==> src/rtl/cdc_hs_pkg.sv <==
// Shared constants for the 4-phase req/ack CDC handshake.
// Used by the source transmitter and the matching destination receiver.
package cdc_hs_pkg;

    // Both sides of the crossing synchronise with the same depth.
    localparam int SYNC_STAGES = 2;

    typedef enum logic [1:0] {
        ST_IDLE = 2'd0,
        ST_REQ  = 2'd1,
        ST_DROP = 2'd2
    } state_e;

endpackage

==> src/rtl/cdc_hs_tx_sync_cell.sv <==
// Multi-flop level synchroniser for a single asynchronous bit.
// All flops clear to 0 on reset.
module sync_cell
    import cdc_hs_pkg::*;
#(
    parameter int STAGES = SYNC_STAGES
) (
    input  logic clk,
    input  logic rst_n,
    input  logic in_i,
    output logic out_o
);

    logic [STAGES-1:0] sync_q;

    always_ff @(posedge clk or negedge rst_n) begin
        if (!rst_n) begin
            sync_q <= '0;
        end else begin
            sync_q <= {sync_q[STAGES-2:0], in_i};
        end
    end

    assign out_o = sync_q[STAGES-1];

endmodule

==> src/rtl/cdc_hs_tx.sv <==
// Source-side transmitter of the 4-phase req/ack CDC handshake.
// Accepts a word via valid/ready and holds it on tx_data until ack drops.
module cdc_hs_tx
    import cdc_hs_pkg::*;
#(
    parameter int DATA_W  = 8,
    parameter int TIMEOUT = 0,
    parameter int CNT_W   = 16
) (
    input  logic              clk,
    input  logic              rst_n,
    input  logic              src_valid,
    input  logic [DATA_W-1:0] src_data,
    output logic              src_ready,
    output logic              tx_req,
    output logic [DATA_W-1:0] tx_data,
    input  logic              rx_ack,
    output logic              xfer_done,
    output logic              busy,
    output logic              err_timeout
);

    state_e            state_q, state_d;
    logic              req_q, req_d;
    logic [DATA_W-1:0] data_q, data_d;
    logic              done_q, done_d;
    logic              ack_s;

    sync_cell #(
        .STAGES (SYNC_STAGES)
    ) u_ack_sync (
        .clk   (clk),
        .rst_n (rst_n),
        .in_i  (rx_ack),
        .out_o (ack_s)
    );

    // A stale ack from a previous handshake blocks new accepts.
    assign src_ready = (state_q == ST_IDLE) && !ack_s;
    assign busy      = (state_q != ST_IDLE);

    always_comb begin
        state_d = state_q;
        req_d   = req_q;
        data_d  = data_q;
        done_d  = 1'b0;
        unique case (state_q)
            ST_IDLE: begin
                if (src_valid && src_ready) begin
                    data_d  = src_data;
                    req_d   = 1'b1;
                    state_d = ST_REQ;
                end
            end
            ST_REQ: begin
                if (ack_s) begin
                    req_d   = 1'b0;
                    state_d = ST_DROP;
                end
            end
            ST_DROP: begin
                if (!ack_s) begin
                    done_d  = 1'b1;
                    state_d = ST_IDLE;
                end
            end
            default: begin
                req_d   = 1'b0;
                state_d = ST_IDLE;
            end
        endcase
    end

    always_ff @(posedge clk or negedge rst_n) begin
        if (!rst_n) begin
            state_q <= ST_IDLE;
            req_q   <= 1'b0;
            data_q  <= '0;
            done_q  <= 1'b0;
        end else begin
            state_q <= state_d;
            req_q   <= req_d;
            data_q  <= data_d;
            done_q  <= done_d;
        end
    end

    assign tx_req    = req_q;
    assign tx_data   = data_q;
    assign xfer_done = done_q;

    if (TIMEOUT > 0) begin : g_tmo
        localparam logic [CNT_W-1:0] TMO = CNT_W'(TIMEOUT);

        logic [CNT_W-1:0] cnt_q, cnt_d;
        logic             err_q, err_d;

        // Flag only; the handshake is never aborted.
        always_comb begin
            cnt_d = cnt_q;
            if (state_d != state_q) begin
                cnt_d = '0;
            end else if (busy && (cnt_q != TMO)) begin
                cnt_d = cnt_q + 1'b1;
            end
            err_d = err_q | (cnt_d == TMO);
        end

        always_ff @(posedge clk or negedge rst_n) begin
            if (!rst_n) begin
                cnt_q <= '0;
                err_q <= 1'b0;
            end else begin
                cnt_q <= cnt_d;
                err_q <= err_d;
            end
        end

        assign err_timeout = err_q;
    end else begin : g_no_tmo
        assign err_timeout = 1'b0;
    end

endmodule

==> config.mk <==
export PLATFORM = sky130hd
export DESIGN_NAME = cdc_hs_tx
export DESIGN_NICKNAME = d
export VERILOG_FILES = /design/src/rtl/cdc_hs_pkg.sv /design/src/rtl/cdc_hs_tx_sync_cell.sv /design/src/rtl/cdc_hs_tx.sv
export SDC_FILE = /design/constraint.sdc
export NUM_CORES = 1
export LEC_CHECK = 0
export BUFFER_PORTS_ARGS = -buffer_cell sky130_fd_sc_hd__buf_4
export CAP_MARGIN = 5
export CORE_MARGIN = 10
export CORE_UTILIZATION = 40
export DETAILED_ROUTE_END_ITERATION = 8
export PLACE_DENSITY = 0.8
export SYNTH_ARGS = -nofsm -noshare
export SYNTH_HDL_FRONTEND = slang
export SYNTH_SLANG_ARGS = --single-unit
==> constraint.sdc <==
create_clock -name clk -period 3.7 [get_ports clk]
set_input_delay 0.185 -clock clk [delete_from_list [all_inputs] [get_ports clk]]
set_output_delay 0.185 -clock clk [all_outputs]
set_load 0.005 [all_outputs]
# Word level (Yosys, flattened, before mapping)
# Index checks and enable logic that the tools add are counted.
[word_totals]
register_bits = 14
out_inout_bits = 13
[op_classes]
eq_ne = 5
mux = 9
n_bitwise = 1
n_reduce_logical = 8
[op_table]
columns = ["op", "n"]
rows = [
  ["2-to-1 mux 2 bit", 3],
  ["one-hot mux 2 bit (3 select lines)", 1],
  ["AND reduction 3 bit", 2],
  ["2-to-1 mux 1 bit", 4],
  ["!= test 2 x 1 -> 1 bit, second input constant", 2],
  ["one-hot mux 1 bit (3 select lines)", 1],
  ["== test 2 x 1 -> 1 bit, second input constant", 1],
  ["== test 2 bit, second input constant", 1],
  ["logical AND 1 bit", 2],
  ["logical NOT 2 bit", 1],
  ["!= test 2 bit, second input constant", 1],
  ["AND reduction 2 bit", 1],
  ["nonzero test 2 bit", 1],
  ["logical NOT 1 bit", 1],
  ["NOT 1 bit", 1],
]

# Depth between registers and ports, before layout
# Gate-level depths: netlist (run 1).
[depth]
ltp_word = 5
ltp_mapped = 4
mapped_depth_nobuf = 3

# Hierarchy
# Synthesis (run 1) repeated with hierarchy kept, for this count alone.
[unflattened]
cells_unflattened = 37
hier_area_um2 = 570.5
[by_module_without_submodules]
columns = ["mod", "n_inst", "cells_each", "area_each_um2"]
rows = [
  ["cdc_hs_tx", 1, 35, 520.5],
  ["sync_cell", 1, 2, 50.0],
]

# Worst setup path after synthesis (run 1)
# Ideal clock, no wire load.
[synth_path]
kind = "register to register"
from = "register state_q[1]"
to = "register data_q[0] (netlist: tx_data[0])"
setup_ns = 0.125
arrival_ns = 1.231
t_required_ns = 3.575
setup_slack_ns = 2.344
stages_incl_launch_ff = 5
path_buffers = 1
cell_sequence = "dfrtp_1 > nor3_2 > and2_4 > buf_6 > mux2_4"
[synth_between]
elab_chain_cells = 4
[synth_lines]
columns = ["element", "line_no", "rtl"]
rows = [
  ["start: declaration", "cdc_hs_tx.sv:23", "state_e state_q, state_d;"],
  ["start signal: assignment", "cdc_hs_tx.sv:81", "state_q <= state_d;"],
  ["logical NOT 2 bit", "cdc_hs_tx.sv:39", "assign src_ready = (state_q == ST_IDLE) && !ack_s;"],
  ["logical AND 1 bit", "cdc_hs_tx.sv:39", ""],
  ["named net src_ready", "cdc_hs_tx.sv:14", "output logic src_ready,"],
  ["logical AND 1 bit", "cdc_hs_tx.sv:49", "if (src_valid && src_ready) begin"],
  ["AND reduction 2 bit (no source line)", "n/a", ""],
  ["end signal: assignment", "cdc_hs_tx.sv:83", "data_q <= data_d;"],
  ["end: declaration", "cdc_hs_tx.sv:25", "logic [DATA_W-1:0] data_q, data_d;"],
]
# The timed path passes the listed nets, and every way through them passes these cells.
# A chain may end at the register's enable or synchronous reset.

# Worst setup path in the final report (run 1)
[layout_path]
from = "register state_q[1]"
to = "register data_q[4] (netlist: tx_data[4])"
[layout_between]
elab_chain_cells = 4
[layout_lines]
columns = ["element", "line_no"]
rows = [
  ["logical NOT 2 bit *", "cdc_hs_tx.sv:39, cdc_hs_tx.sv:47"],
  ["logical AND 1 bit", "cdc_hs_tx.sv:39"],
  ["logical AND 1 bit", "cdc_hs_tx.sv:49"],
  ["AND reduction 2 bit (no source line) *", "n/a"],
]
# Every way passes the cells marked *; elsewhere a longest branch is shown, timed or not.

==> report_table.html, run 1 <==
<table>
<tr><th>Metric</th><th>Value</th></tr>
<tr><th colspan="2">Worst setup path</th></tr>
<tr><td>Capture point of the worst reg-to-reg path</td><td>tx_data[4]$_DFFE_PN0P_</td></tr>
<tr><td>Worst Path Arrival</td><td>1550 ps</td></tr>
<tr><td>Class of the most critical setup path</td><td>reg2reg</td></tr>
<tr><td>Endpoint kind of the worst setup timing path</td><td>flip-flop</td></tr>
<tr><td>FF-to-FF setup slack</td><td>2300 ps</td></tr>
<tr><td>Startpoint of the lowest-slack register-to-register path</td><td>state_q[1]$_DFFE_PN0P_</td></tr>
<tr><td>Required time reported for the critical path endpoint</td><td>3860 ps</td></tr>
<tr><td>Largest fanout on the critical path</td><td>8</td></tr>
<tr><td>Cells on worst reg2reg path</td><td>3</td></tr>
<tr><td>CP Launch Type</td><td>flip-flop</td></tr>
<tr><th colspan="2">Timing</th></tr>
<tr><td>Post-route clock skew</td><td>4.58 ps</td></tr>
<tr><td>Setup repair after global routing missed its margin</td><td>no</td></tr>
<tr><td>Crit path time final</td><td>1400 ps</td></tr>
<tr><td>Finish-stage setup viols</td><td>0</td></tr>
<tr><td>Accumulated negative setup slack</td><td>0 ps</td></tr>
<tr><td>Fin. max-slew vios</td><td>0</td></tr>
<tr><td>Final cycle utilization of the critical path</td><td>37.7%</td></tr>
<tr><td>Max Freq</td><td>0.716 GHz</td></tr>
<tr><td>Endpoints failing hold</td><td>0</td></tr>
<tr><td>Final setup margin</td><td>2300 ps</td></tr>
<tr><th colspan="2">Floorplanning</th></tr>
<tr><td>Total Die Area</td><td>0.00334 mm2</td></tr>
<tr><td>Core Area</td><td>0.00132 mm2</td></tr>
<tr><td>Die Y-Extent</td><td>57.8 um</td></tr>
<tr><td>Top-level I/O count</td><td>25</td></tr>
<tr><td>FP Rows</td><td>13</td></tr>
<tr><td>Starting density of the core</td><td>43.3%</td></tr>
<tr><td>Die span in x</td><td>57.8 um</td></tr>
<tr><th colspan="2">Routing</th></tr>
<tr><td>DR WL met2</td><td>528 um</td></tr>
<tr><td>Via-per-instance ratio</td><td>4.60</td></tr>
<tr><td>Amount of wire on met3 after detailed routing</td><td>156 um</td></tr>
<tr><td>Initial drt markers</td><td>2</td></tr>
<tr><td>Uppermost layer routed</td><td>met3</td></tr>
<tr><td>First-pass detailed-route iteration total</td><td>2</td></tr>
<tr><td>Routed length per placed instance</td><td>15.0 um</td></tr>
<tr><td>Vias</td><td>359</td></tr>
<tr><td>Post-Route M1 WL</td><td>483 um</td></tr>
<tr><td>Routed Antenna Nets</td><td>0</td></tr>
<tr><td>Final wirelength</td><td>1170 um</td></tr>
<tr><td>Count of unresolved DRC violations after routing</td><td>0</td></tr>
<tr><th colspan="2">Logic synthesis</th></tr>
<tr><td>Seq cells post-synth</td><td>14</td></tr>
<tr><td>Seq/Total Area, Yosys</td><td>61.4%</td></tr>
<tr><td>Share of the synthesized area in the top cell type</td><td>61.4%</td></tr>
<tr><td>Largest area contributor in the synthesized netlist</td><td>sky130_fd_sc_hd__dfrtp_1</td></tr>
<tr><td>Synth cell types</td><td>16</td></tr>
<tr><td>Synthesized instance count</td><td>37</td></tr>
<tr><td>Net count of the mapped netlist</td><td>49</td></tr>
<tr><td>Synth Warn #</td><td>0</td></tr>
<tr><td>Summed instance area of the synthesized netlist</td><td>571 um2</td></tr>
<tr><td>Area contributors post-synth</td><td>sky130_fd_sc_hd__dfrtp_1, sky130_fd_sc_hd__mux2_4, sky130_fd_sc_hd__buf_6, sky130_fd_sc_hd__nor3_2, sky130_fd_sc_hd__and2_4</td></tr>
<tr><td>Average cell area after synthesis</td><td>15.4 um2</td></tr>
<tr><th colspan="2">Global routing</th></tr>
<tr><td>Vias in the first global route</td><td>393</td></tr>
<tr><td>Maximum number of pins on one net before global-route repair</td><td>15</td></tr>
<tr><td>Number of antenna violations at the first check in global routing</td><td>0</td></tr>
<tr><td>All-layer global routing usage</td><td>7.61%</td></tr>
<tr><td>Global-route wire length before repair</td><td>1930 um</td></tr>
<tr><td>Global route total overflow</td><td>0</td></tr>
<tr><th colspan="2">Clock tree</th></tr>
<tr><td>Number of CTS-inserted buffers</td><td>3</td></tr>
<tr><td>CTS HTree Levels</td><td>1</td></tr>
<tr><td>CTS tree</td><td>yes</td></tr>
<tr><td>Later-pin clock latency in the skew report</td><td>270 ps</td></tr>
<tr><td>Number of cells upsized or downsized after cts</td><td>0</td></tr>
<tr><td>Cell at the root of the clock tree</td><td>sky130_fd_sc_hd__clkbuf_4</td></tr>
<tr><td>Clock transition at path regs</td><td>80 ps</td></tr>
<tr><td>Maximum root-to-sink buffer count</td><td>2</td></tr>
<tr><td>Clock tree sinks</td><td>14</td></tr>
<tr><th colspan="2">Worst hold path</th></tr>
<tr><td>Endpoint, Worst Hold</td><td>tx_data[0]$_DFFE_PN0P_</td></tr>
<tr><td>Startpoint of the tightest hold check path</td><td>src_data[0]</td></tr>
<tr><td>Number of cells on the worst hold path</td><td>2</td></tr>
<tr><td>Classification of the worst-slack hold path</td><td>in2reg</td></tr>
<tr><th colspan="2">Power and ir drop</th></tr>
<tr><td>PD cells</td><td>530 mW/mm2</td></tr>
<tr><td>Total power of the final layout</td><td>0.417 mW</td></tr>
<tr><td>Static power due to leakage</td><td>0.401 nW</td></tr>
<tr><td>Max IR drop VDD</td><td>0.278 mV</td></tr>
<tr><th colspan="2">Layout</th></tr>
<tr><td>Fraction of layout instances using a drive strength above 1</td><td>58.7%</td></tr>
<tr><td>Net count of the finished layout</td><td>77</td></tr>
<tr><td>Antenna diode count</td><td>0</td></tr>
<tr><td>Synthesis-to-finish area growth</td><td>37.7%</td></tr>
<tr><th colspan="2">Place</th></tr>
<tr><td>Placer congestion estimate</td><td>0.679</td></tr>
<tr><td>Worst-case setup slack after placement</td><td>2330 ps</td></tr>
<tr><td>Number of port buffers</td><td>23</td></tr>
<tr><td>HPWL reported at the end of detailed placement</td><td>922 um</td></tr>
<tr><th colspan="2">Run</th></tr>
<tr><td>Max-cap violation count</td><td>0</td></tr>
<tr><th colspan="2">Outcome</th></tr>
<tr><td>Result of the run</td><td>completed</td></tr>
</table>
cell type report:
type / instances / area [um2]
Clock buffer: 3 / 22.5
Fill cell: 101 / 532
Inverter: 2 / 7.51
Multi-Input combinational cell: 19 / 194
Sequential cell: 14 / 350
Tap cell: 15 / 18.8
Timing Repair Buffer: 25 / 193
worst max path at each step:
stage / start / cells after the start / slack (ps) / endpoint
after global placement: state_q[1]$_DFFE_PN0P_ / 3 / 2370 / tx_data[7]$_DFFE_PN0P_
after detailed placement: state_q[1]$_DFFE_PN0P_ / 3 / 2330 / tx_data[1]$_DFFE_PN0P_
after global routing: state_q[1]$_DFFE_PN0P_ / 3 / 2230 / tx_data[1]$_DFFE_PN0P_
after CTS: state_q[1]$_DFFE_PN0P_ / 3 / 2310 / tx_data[1]$_DFFE_PN0P_
final: state_q[1]$_DFFE_PN0P_ / 3 / 2300 / tx_data[4]$_DFFE_PN0P_
after floorplan: state_q[1]$_DFFE_PN0P_ / 4 / 2340 / tx_data[0]$_DFFE_PN0P_
metrics by stage:
stage               area (um2)  instances  hold WS (ps)  utilization [%]
finish                     786         78           138             59.6
global placement           743         73          36.0             56.4
global route               786         78           115             59.6
floorplan                  571         37          -111                -
detailed placement         743         73          40.5             56.4
CTS                        776         77         0.865             58.9
cells in the final DEF, fill, tap and decap left out:
cell type / netlist / routed
sky130_fd_sc_hd__dlygate4sd3_1: 0 / 2
sky130_fd_sc_hd__nor3b_1: 1 / 1
sky130_fd_sc_hd__conb_1: 1 / 1
sky130_fd_sc_hd__and2_4: 1 / 1
sky130_fd_sc_hd__o32ai_1: 1 / 1
sky130_fd_sc_hd__nor3_2: 1 / 1
sky130_fd_sc_hd__buf_4: 1 / 23
sky130_fd_sc_hd__xor2_1: 1 / 1
sky130_fd_sc_hd__nor2_1: 1 / 1
sky130_fd_sc_hd__clkbuf_4: 0 / 3
sky130_fd_sc_hd__nor3_1: 1 / 1
sky130_fd_sc_hd__dfrtp_1: 14 / 14
sky130_fd_sc_hd__a21oi_1: 1 / 1
sky130_fd_sc_hd__and2_1: 1 / 1
sky130_fd_sc_hd__inv_1: 2 / 2
sky130_fd_sc_hd__or2_2: 1 / 1
sky130_fd_sc_hd__mux2_4: 8 / 8
state kept, by name, indices dropped and copies added (netlist names):
| register | count |
|---|---|
| tx_data | 8 |
| state_q | 2 |
| u_ack_sync.sync_q | 2 |
| tx_req | 1 |
| xfer_done | 1 |
cell families after synthesis:
kind of cell / Yosys count / share of synthesized area (%)
muxes: 8 / 21.1
DFF: 14 / 61.4
AOI/OAI and AO/OA: 2 / 2.41
xor gates and xnor gates: 1 / 1.54
and+or+nand+nor: 7 / 8.33
other: 1 / 0.657
buffers and inverters: 4 / 4.61
layer usage:
| metal | up-vias | track usage (%) |
|---|---|---|
| li1 | 175 | - |
| met3 | 0 | 7.19 |
| met2 | 16 | 10.7 |
| met1 | 168 | 7.25 |
| met5 | - | 0 |
| met4 | 0 | 4.03 |
synth_stat cells, drive strengths merged:
cell type / instances
or2: 1
o32ai: 1
mux2: 8
inv: 2
nor3b: 1
nor2: 1
nor3: 2
xor2: 1
dfrtp: 14
and2: 2
buf: 2
a21oi: 1
conb: 1
what timing repair did:
item,in CTS,in global routing
endpoints found under the hold margin,14,1
setup buffers,0,0
hold buffers,1,1
report_power, final:
group | leakage [nW] | total, mW | switching (mW) | internal, mW
clock | 0.0138 | 0.0809 | 0.0433 | 0.0377
sequential | 0.168 | 0.208 | 0.0225 | 0.186
combinational | 0.220 | 0.127 | 0.0377 | 0.0897
critical path, cell delays in order, from the launching register on:
cell,delay [ps]
sky130_fd_sc_hd__dfrtp_1,450
sky130_fd_sc_hd__nor3_2,250
sky130_fd_sc_hd__and2_4,270
sky130_fd_sc_hd__mux2_4,310
No activity file was read; power rests on OpenSTA's default activity.
==> inputs of run 2 (changes only) <==
- clock period: 3.7 -> 1.29 ns (I/O delays scaled with it)
==> report_table.html, run 2 (synthesis results as in run 1) <==
<table>
<tr><th>Metric</th><th>Value</th></tr>
<tr><th colspan="2">Outcome</th></tr>
<tr><td>Result of the run</td><td>complete, but fails checks (was completed)</td></tr>
<tr><td>Failing checks</td><td>setup timing</td></tr>
<tr><th colspan="2">Worst setup path</th></tr>
<tr><td>Required time reported for the critical path endpoint</td><td>1450 ps (was 3860 ps)</td></tr>
<tr><td>Worst path cell trace</td><td>nor3_2 &gt; and2_4 &gt; mux2_4 (unchanged)</td></tr>
<tr><td>Class of the most critical setup path</td><td>reg2reg (unchanged)</td></tr>
<tr><td>FF-to-FF setup slack</td><td>-20 ps (was 2300 ps)</td></tr>
<tr><td>Slowest cell on the critical path</td><td>sky130_fd_sc_hd__dfrtp_1 (unchanged)</td></tr>
<tr><td>CP Launch Type</td><td>flip-flop (unchanged)</td></tr>
<tr><td>Cells on worst reg2reg path</td><td>3 (unchanged)</td></tr>
<tr><td>Worst setup path startpoint</td><td>state_q[0]$_DFFE_PN0P_ (was state_q[1]$_DFFE_PN0P_)</td></tr>
<tr><td>Crit-path max cell delay</td><td>420 ps (was 450 ps)</td></tr>
<tr><td>Capture point of the worst reg-to-reg path</td><td>tx_data[0]$_DFFE_PN0P_ (was tx_data[4]$_DFFE_PN0P_)</td></tr>
<tr><td>Largest fanout on the critical path</td><td>8 (unchanged)</td></tr>
<tr><td>Worst Path Arrival</td><td>1480 ps (was 1550 ps)</td></tr>
<tr><td>Endpoint kind of the worst setup timing path</td><td>flip-flop (unchanged)</td></tr>
<tr><td>Startpoint of the lowest-slack register-to-register path</td><td>state_q[0]$_DFFE_PN0P_ (was state_q[1]$_DFFE_PN0P_)</td></tr>
<tr><th colspan="2">Global routing</th></tr>
<tr><td>All-layer global routing usage</td><td>8.20% (was 7.61%)</td></tr>
<tr><td>Global route total overflow</td><td>0 (unchanged)</td></tr>
<tr><td>Number of antenna violations at the first check in global routing</td><td>0 (unchanged)</td></tr>
<tr><td>Global-route wire length before repair</td><td>2170 um (was 1930 um)</td></tr>
<tr><td>Vias in the first global route</td><td>465 (was 393)</td></tr>
<tr><td>Maximum number of pins on one net before global-route repair</td><td>15 (unchanged)</td></tr>
<tr><th colspan="2">Floorplanning</th></tr>
<tr><td>FP Rows</td><td>13 (unchanged)</td></tr>
<tr><td>Core Area</td><td>0.00132 mm2 (unchanged)</td></tr>
<tr><td>Total Die Area</td><td>0.00334 mm2 (unchanged)</td></tr>
<tr><td>Top-level I/O count</td><td>25 (unchanged)</td></tr>
<tr><td>Starting density of the core</td><td>43.3% (unchanged)</td></tr>
<tr><td>Die Y-Extent</td><td>57.8 um (unchanged)</td></tr>
<tr><td>Die span in x</td><td>57.8 um (unchanged)</td></tr>
<tr><th colspan="2">Power and ir drop</th></tr>
<tr><td>Static power due to leakage</td><td>0.446 nW (was 0.401 nW)</td></tr>
<tr><td>Comb pwr share</td><td>31.9% (was 30.6%)</td></tr>
<tr><td>Net switching power</td><td>0.331 mW (was 0.103 mW)</td></tr>
<tr><td>Max IR drop VDD</td><td>0.821 mV (was 0.278 mV)</td></tr>
<tr><td>P_int</td><td>1.00 mW (was 0.313 mW)</td></tr>
<tr><td>Sequential fraction of design power</td><td>44.6% (was 50.0%)</td></tr>
<tr><td>Clk network pwr share</td><td>23.5% (was 19.4%)</td></tr>
<tr><td>Total power of the final layout</td><td>1.34 mW (was 0.417 mW)</td></tr>
<tr><td>PD cells</td><td>1530 mW/mm2 (was 530 mW/mm2)</td></tr>
<tr><td>Share of total power consumed by net switching</td><td>24.8% (about the same)</td></tr>
<tr><th colspan="2">Place</th></tr>
<tr><td>Worst-case setup slack after placement</td><td>-14.8 ps (was 2330 ps)</td></tr>
<tr><td>Number of port buffers</td><td>23 (unchanged)</td></tr>
<tr><td>Placer congestion estimate</td><td>0.727 (was 0.679)</td></tr>
<tr><td>HPWL reported at the end of detailed placement</td><td>987 um (was 922 um)</td></tr>
<tr><td>Cell count after placement</td><td>77 (was 73)</td></tr>
<tr><th colspan="2">Layout</th></tr>
<tr><td>Commonest non-fill, non-tap cells in the layout</td><td>sky130_fd_sc_hd__buf_4, sky130_fd_sc_hd__dfrtp_1, sky130_fd_sc_hd__mux2_4, sky130_fd_sc_hd__buf_6 (was sky130_fd_sc_hd__buf_4, sky130_fd_sc_hd__dfrtp_1, sky130_fd_sc_hd__mux2_4, sky130_fd_sc_hd__clkbuf_4)</td></tr>
<tr><td>Fraction of layout instances using a drive strength above 1</td><td>62.0% (was 58.7%)</td></tr>
<tr><td>Commonest non-fill, non-tap cell in the layout</td><td>sky130_fd_sc_hd__buf_4 (unchanged)</td></tr>
<tr><td>Synthesis-to-finish area growth</td><td>52.9% (was 37.7%)</td></tr>
<tr><td>Antenna diode count</td><td>0 (unchanged)</td></tr>
<tr><td>Net count of the finished layout</td><td>84 (was 77)</td></tr>
<tr><td>Post-Layout Cell Count</td><td>86 (was 78)</td></tr>
<tr><td>Number of fillers in the final layout</td><td>99 (was 101)</td></tr>
<tr><td>Largest register FFs</td><td>8 (unchanged)</td></tr>
<tr><th colspan="2">Routing</th></tr>
<tr><td>Count of unresolved DRC violations after routing</td><td>0 (unchanged)</td></tr>
<tr><td>Via-per-instance ratio</td><td>4.56 (was 4.60)</td></tr>
<tr><td>Routed length per placed instance</td><td>15.3 um (was 15.0 um)</td></tr>
<tr><td>Final wirelength</td><td>1320 um (was 1170 um)</td></tr>
<tr><td>Vias</td><td>392 (was 359)</td></tr>
<tr><td>First-pass detailed-route iteration total</td><td>3 (was 2)</td></tr>
<tr><td>Routed Antenna Nets</td><td>0 (unchanged)</td></tr>
<tr><td>Initial drt markers</td><td>7 (was 2)</td></tr>
<tr><th colspan="2">Timing</th></tr>
<tr><td>Final cycle utilization of the critical path</td><td>102% (was 37.7%)</td></tr>
<tr><td>Final setup margin</td><td>-24.1 ps (was 2300 ps)</td></tr>
<tr><td>Post-route clock skew</td><td>5.46 ps (was 4.58 ps)</td></tr>
<tr><td>Crit path time final</td><td>1310 ps (was 1400 ps)</td></tr>
<tr><td>Finish-stage setup viols</td><td>8 (was 0)</td></tr>
<tr><td>Endpoints failing hold</td><td>0 (unchanged)</td></tr>
<tr><td>Max Freq</td><td>0.761 GHz (was 0.716 GHz)</td></tr>
<tr><td>Fin. max-slew vios</td><td>0 (unchanged)</td></tr>
<tr><td>Setup repair after global routing missed its margin</td><td>yes (was no)</td></tr>
<tr><th colspan="2">Run</th></tr>
<tr><td>Max-cap violation count</td><td>0 (unchanged)</td></tr>
<tr><th colspan="2">Worst hold path</th></tr>
<tr><td>Endpoint, Worst Hold</td><td>tx_data[4]$_DFFE_PN0P_ (was tx_data[0]$_DFFE_PN0P_)</td></tr>
<tr><td>Classification of the worst-slack hold path</td><td>in2reg (unchanged)</td></tr>
<tr><td>Startpoint of the tightest hold check path</td><td>src_data[4] (was src_data[0])</td></tr>
<tr><td>Number of cells on the worst hold path</td><td>2 (unchanged)</td></tr>
<tr><th colspan="2">Clock tree</th></tr>
<tr><td>Cell at the root of the clock tree</td><td>sky130_fd_sc_hd__clkbuf_4 (unchanged)</td></tr>
<tr><td>Clock transition at path regs</td><td>90 ps (was 80 ps)</td></tr>
<tr><td>Maximum root-to-sink buffer count</td><td>2 (unchanged)</td></tr>
<tr><td>CTS tree</td><td>yes (unchanged)</td></tr>
<tr><td>Later-pin clock latency in the skew report</td><td>280 ps (was 270 ps)</td></tr>
<tr><td>Clock tree sinks</td><td>14 (unchanged)</td></tr>
<tr><td>CTS HTree Levels</td><td>1 (unchanged)</td></tr>
<tr><td>Number of CTS-inserted buffers</td><td>3 (unchanged)</td></tr>
</table>
run 2: worst max-delay path by stage:
stage                                   to  slack [ps]  cells past startpoint
floorplan           tx_data[0]$_DFFE_PN0P_         -60                      4
global placement    tx_data[2]$_DFFE_PN0P_          40                      3
detailed placement  tx_data[0]$_DFFE_PN0P_         -10                      3
CTS                 tx_data[3]$_DFFE_PN0P_         -20                      3
global route        tx_data[3]$_DFFE_PN0P_        -110                      3
finish              tx_data[0]$_DFFE_PN0P_         -20                      3
run 2: area by class of cell:
cell class / count / area, um2 / share of cell area [%]
multi-input cells: 19 / 196 / 22.5
repair buffers: 32 / 263 / 30.1
well taps: 15 / 18.8 / 2.15
clock buffers: 4 / 36.3 / 4.16
flip-flops and latches: 14 / 350 / 40.2
inverters: 2 / 7.51 / 0.861
run 2: critical path: cells and delay by family, from the launching register on:
family / cells / cell delay (ps)
flip-flops: 1 / 420
multiplexers: 1 / 310
AND/OR/NAND/NOR: 2 / 470
run 2: metrics by stage:
stage / TNS (ps) / utilization, % / instance area, um2 / hold WS, ps
2_1_floorplan: -441 / - / 574 / -231
3_3_place_gp: 0 / 58.7 / 773 / -83.9
3_5_place_dp: -59.0 / 58.7 / 773 / -77.8
4_1_cts: -158 / 65.0 / 856 / 0.820
5_1_grt: -795 / 66.2 / 872 / 2.92
6_report: -162 / 66.2 / 872 / 14.8
run 2: power groups by stage:
stage / Sequential, mW / Combinational, mW / Clock [mW]
2_1_floorplan: 0.606 / 0.167 / 0
3_3_place_gp: 0.597 / 0.387 / 0
3_5_place_dp: 0.598 / 0.399 / 0
4_1_cts: 0.596 / 0.424 / 0.326
5_1_grt: 0.609 / 0.465 / 0.340
6_report: 0.595 / 0.426 / 0.314
run 2: per-layer routing:
metal,vias to the layer above,wire (um),GRT usage (%)
li1,190,-,-
met1,182,562,9.03
met2,20,627,12.9
met3,0,131,5.23
met4,0,0,2.01
met5,-,0,0
run 2: repair_timing:
action / 4_1_cts / 5_1_grt
hold buffers: 2 / 1
setup buffers: 2 / 1
endpoints found under the hold margin: 15 / 1
setup endpoints to repair: 9 / 10
pin swaps: 1 / 1
gates resized for setup: 3 / 2
==> inputs of run 3 (changes only) <==
- HOLD_SLACK_MARGIN: not set -> 0.1
==> report_table.html, run 3 (synthesis results as in run 1) <==
<table>
<tr><th>Metric</th><th>Value</th></tr>
<tr><th colspan="2">Timing</th></tr>
<tr><td>Crit path time final</td><td>1320 ps (was 1310 ps)</td></tr>
<tr><td>Finish-stage setup viols</td><td>8 (unchanged)</td></tr>
<tr><td>Endpoints failing hold</td><td>0 (unchanged)</td></tr>
<tr><td>Final cycle utilization of the critical path</td><td>102% (about the same)</td></tr>
<tr><td>Setup repair after global routing missed its margin</td><td>yes (unchanged)</td></tr>
<tr><td>Post-route clock skew</td><td>5.89 ps (was 5.46 ps)</td></tr>
<tr><td>Max Freq</td><td>0.759 GHz (was 0.761 GHz)</td></tr>
<tr><td>Fin. max-slew vios</td><td>0 (unchanged)</td></tr>
<tr><td>Final setup margin</td><td>-27.3 ps (was -24.1 ps)</td></tr>
<tr><th colspan="2">Floorplanning</th></tr>
<tr><td>Total Die Area</td><td>0.00334 mm2 (unchanged)</td></tr>
<tr><td>FP Rows</td><td>13 (unchanged)</td></tr>
<tr><td>Top-level I/O count</td><td>25 (unchanged)</td></tr>
<tr><td>Die Y-Extent</td><td>57.8 um (unchanged)</td></tr>
<tr><td>Starting density of the core</td><td>43.3% (unchanged)</td></tr>
<tr><td>Core Area</td><td>0.00132 mm2 (unchanged)</td></tr>
<tr><td>Die span in x</td><td>57.8 um (unchanged)</td></tr>
<tr><th colspan="2">Layout</th></tr>
<tr><td>Net count of the finished layout</td><td>92 (was 84)</td></tr>
<tr><td>Share of the core filled with cells in the final layout</td><td>72.3% (was 66.2%)</td></tr>
<tr><td>Synthesis-to-finish area growth</td><td>66.9% (was 52.9%)</td></tr>
<tr><td>Number of fillers in the final layout</td><td>87 (was 99)</td></tr>
<tr><td>Antenna diode count</td><td>0 (unchanged)</td></tr>
<tr><td>Fraction of layout instances using a drive strength above 1</td><td>55.7% (was 62.0%)</td></tr>
<tr><td>Largest register FFs</td><td>8 (unchanged)</td></tr>
<tr><td>Commonest non-fill, non-tap cells in the layout</td><td>sky130_fd_sc_hd__buf_4, sky130_fd_sc_hd__dfrtp_1, sky130_fd_sc_hd__dlygate4sd3_1, sky130_fd_sc_hd__mux2_4, sky130_fd_sc_hd__buf_6 (was sky130_fd_sc_hd__buf_4, sky130_fd_sc_hd__dfrtp_1, sky130_fd_sc_hd__mux2_4, sky130_fd_sc_hd__buf_6)</td></tr>
<tr><td>Final Cell Area</td><td>952 um2 (was 872 um2)</td></tr>
<tr><td>Reg area</td><td>350 um2 (unchanged)</td></tr>
<tr><td>Commonest non-fill, non-tap cell in the layout</td><td>sky130_fd_sc_hd__buf_4 (unchanged)</td></tr>
<tr><td>Area of the multi-input gates</td><td>196 um2 (unchanged)</td></tr>
<tr><th colspan="2">Place</th></tr>
<tr><td>Worst-case setup slack after placement</td><td>-14.8 ps (unchanged)</td></tr>
<tr><td>Cell area reported after detailed placement</td><td>773 um2 (unchanged)</td></tr>
<tr><td>HPWL reported at the end of detailed placement</td><td>987 um (unchanged)</td></tr>
<tr><td>Number of port buffers</td><td>23 (unchanged)</td></tr>
<tr><td>Placer congestion estimate</td><td>0.727 (unchanged)</td></tr>
<tr><th colspan="2">Global routing</th></tr>
<tr><td>Maximum number of pins on one net before global-route repair</td><td>15 (unchanged)</td></tr>
<tr><td>Vias in the first global route</td><td>513 (was 465)</td></tr>
<tr><td>All-layer global routing usage</td><td>8.20% (unchanged)</td></tr>
<tr><td>Met3 GRT Util</td><td>4.36% (was 5.23%)</td></tr>
<tr><td>Global-route wire length before repair</td><td>2260 um (was 2170 um)</td></tr>
<tr><td>Gr busiest metal</td><td>met2 (unchanged)</td></tr>
<tr><td>Global Route met2 Usage</td><td>13.0% (was 12.9%)</td></tr>
<tr><td>Routing usage on met1</td><td>9.79% (was 9.03%)</td></tr>
<tr><td>Number of antenna violations at the first check in global routing</td><td>0 (unchanged)</td></tr>
<tr><td>Global route total overflow</td><td>0 (unchanged)</td></tr>
<tr><th colspan="2">Power and ir drop</th></tr>
<tr><td>Max IR drop VDD</td><td>1.13 mV (was 0.821 mV)</td></tr>
<tr><td>Clk network pwr share</td><td>23.2% (was 23.5%)</td></tr>
<tr><td>Sequential fraction of design power</td><td>44.0% (was 44.6%)</td></tr>
<tr><td>P_int</td><td>1.02 mW (was 1.00 mW)</td></tr>
<tr><td>PD cells</td><td>1420 mW/mm2 (was 1530 mW/mm2)</td></tr>
<tr><td>Share of total power consumed by net switching</td><td>24.7% (was 24.8%)</td></tr>
<tr><td>Static power due to leakage</td><td>0.479 nW (was 0.446 nW)</td></tr>
<tr><td>Net switching power</td><td>0.335 mW (was 0.331 mW)</td></tr>
<tr><td>Comb pwr share</td><td>32.9% (was 31.9%)</td></tr>
<tr><th colspan="2">Routing</th></tr>
<tr><td>Count of unresolved DRC violations after routing</td><td>0 (unchanged)</td></tr>
<tr><td>Routed length per placed instance</td><td>14.2 um (was 15.3 um)</td></tr>
<tr><td>Final wirelength</td><td>1340 um (was 1320 um)</td></tr>
<tr><td>Vias</td><td>423 (was 392)</td></tr>
<tr><td>Via-per-instance ratio</td><td>4.50 (was 4.56)</td></tr>
<tr><td>Initial drt markers</td><td>4 (was 7)</td></tr>
<tr><td>Routed Antenna Nets</td><td>0 (unchanged)</td></tr>
<tr><td>First-pass detailed-route iteration total</td><td>5 (was 3)</td></tr>
<tr><th colspan="2">Clock tree</th></tr>
<tr><td>Number of CTS-inserted buffers</td><td>3 (unchanged)</td></tr>
<tr><td>Later-pin clock latency in the skew report</td><td>280 ps (about the same)</td></tr>
<tr><td>Clock tree sinks</td><td>14 (unchanged)</td></tr>
<tr><td>Clock transition at path regs</td><td>90 ps (about the same)</td></tr>
<tr><td>Maximum root-to-sink buffer count</td><td>2 (unchanged)</td></tr>
<tr><td>CTS tree</td><td>yes (unchanged)</td></tr>
<tr><td>Cell at the root of the clock tree</td><td>sky130_fd_sc_hd__clkbuf_4 (unchanged)</td></tr>
<tr><td>CTS HTree Levels</td><td>1 (unchanged)</td></tr>
<tr><th colspan="2">Worst setup path</th></tr>
<tr><td>Endpoint kind of the worst setup timing path</td><td>flip-flop (unchanged)</td></tr>
<tr><td>Worst Path Arrival</td><td>1480 ps (about the same)</td></tr>
<tr><td>Required time reported for the critical path endpoint</td><td>1450 ps (about the same)</td></tr>
<tr><td>CP Launch Type</td><td>flip-flop (unchanged)</td></tr>
<tr><td>Class of the most critical setup path</td><td>reg2reg (unchanged)</td></tr>
<tr><td>Largest fanout on the critical path</td><td>8 (unchanged)</td></tr>
<tr><th colspan="2">Worst hold path</th></tr>
<tr><td>Classification of the worst-slack hold path</td><td>in2async (was in2reg)</td></tr>
<tr><th colspan="2">Run</th></tr>
<tr><td>Max-cap violation count</td><td>0 (unchanged)</td></tr>
<tr><th colspan="2">Outcome</th></tr>
<tr><td>Result of the run</td><td>complete, but fails checks (unchanged)</td></tr>
<tr><td>Failing checks</td><td>setup timing (unchanged)</td></tr>
</table>
[run 3: what timing repair did]
| item | in CTS | in global routing |
|---|---|---|
| hold buffers | 11 | 0 |
| hold endpoints to repair | 24 | 0 |
| pin swaps | 1 | 1 |
| gates cloned | 0 | 0 |
| endpoints found under the setup margin | 9 | 10 |
| resized for setup | 3 | 2 |
| buffers inserted | 2 | 1 |
[run 3: layout make-up]
type,instances,share of cell area (%)
well taps,15,1.97
clock buffers,4,3.81
repair buffers,40,36.0
inverters,2,0.788
flip-flops and latches,14,36.8
multi-input cells,19,20.6
[run 3: per-stage QoR]
step | hold WS (ps) | setup TNS, ps | std cells | total power [mW]
6_report | 165 | -189 | 94 | 1.35
5_1_grt | 163 | -790 | 94 | 1.43
3_5_place_dp | -77.8 | -59.0 | 77 | 0.996
2_1_floorplan | -231 | -441 | 37 | 0.772
3_3_place_gp | -83.9 | 0 | 77 | 0.984
4_1_cts | 165 | -158 | 94 | 1.37
[run 3: path summary, 6_finish.rpt]
path	start	slack, ps	endpoint	cells past startpoint
max reg2reg	state_q[0]$_DFFE_PN0P_	-30	tx_data[3]$_DFFE_PN0P_	3
max in group asynchronous	rst_n	960	tx_data[1]$_DFFE_PN0P_	2
min reg2reg	u_ack_sync.sync_q[0]$_DFF_PN0_	360	u_ack_sync.sync_q[1]$_DFF_PN0_	0
min	rst_n	160	u_ack_sync.sync_q[1]$_DFF_PN0_	2
max	state_q[0]$_DFFE_PN0P_	-30	tx_data[3]$_DFFE_PN0P_	3
min in group clk	u_ack_sync.sync_q[0]$_DFF_PN0_	360	u_ack_sync.sync_q[1]$_DFF_PN0_	0
[run 3: per-layer routing]
layer / share of wire, % / routed length [um] / vias up
met5: 0 / 0 / -
met4: 0 / 0 / 0
met3: 8.9 / 119 / 0
met2: 46 / 619 / 18
met1: 45 / 597 / 201
li1: - / - / 204
[run 3: critical path, cell delays in order, from the launching register on]
cell	delay [ps]
sky130_fd_sc_hd__dfrtp_1	420
sky130_fd_sc_hd__nor3_2	200
sky130_fd_sc_hd__and2_4	270
sky130_fd_sc_hd__mux2_4	320
[run 3: power by group through the flow]
stage               logic [mW]  clock network (mW)  registers [mW]
floorplan                0.167                   0           0.606
detailed placement       0.399                   0           0.598
global placement         0.387                   0           0.597
finish                   0.445               0.314           0.596
global route             0.485               0.335           0.609
CTS                      0.445               0.326           0.596
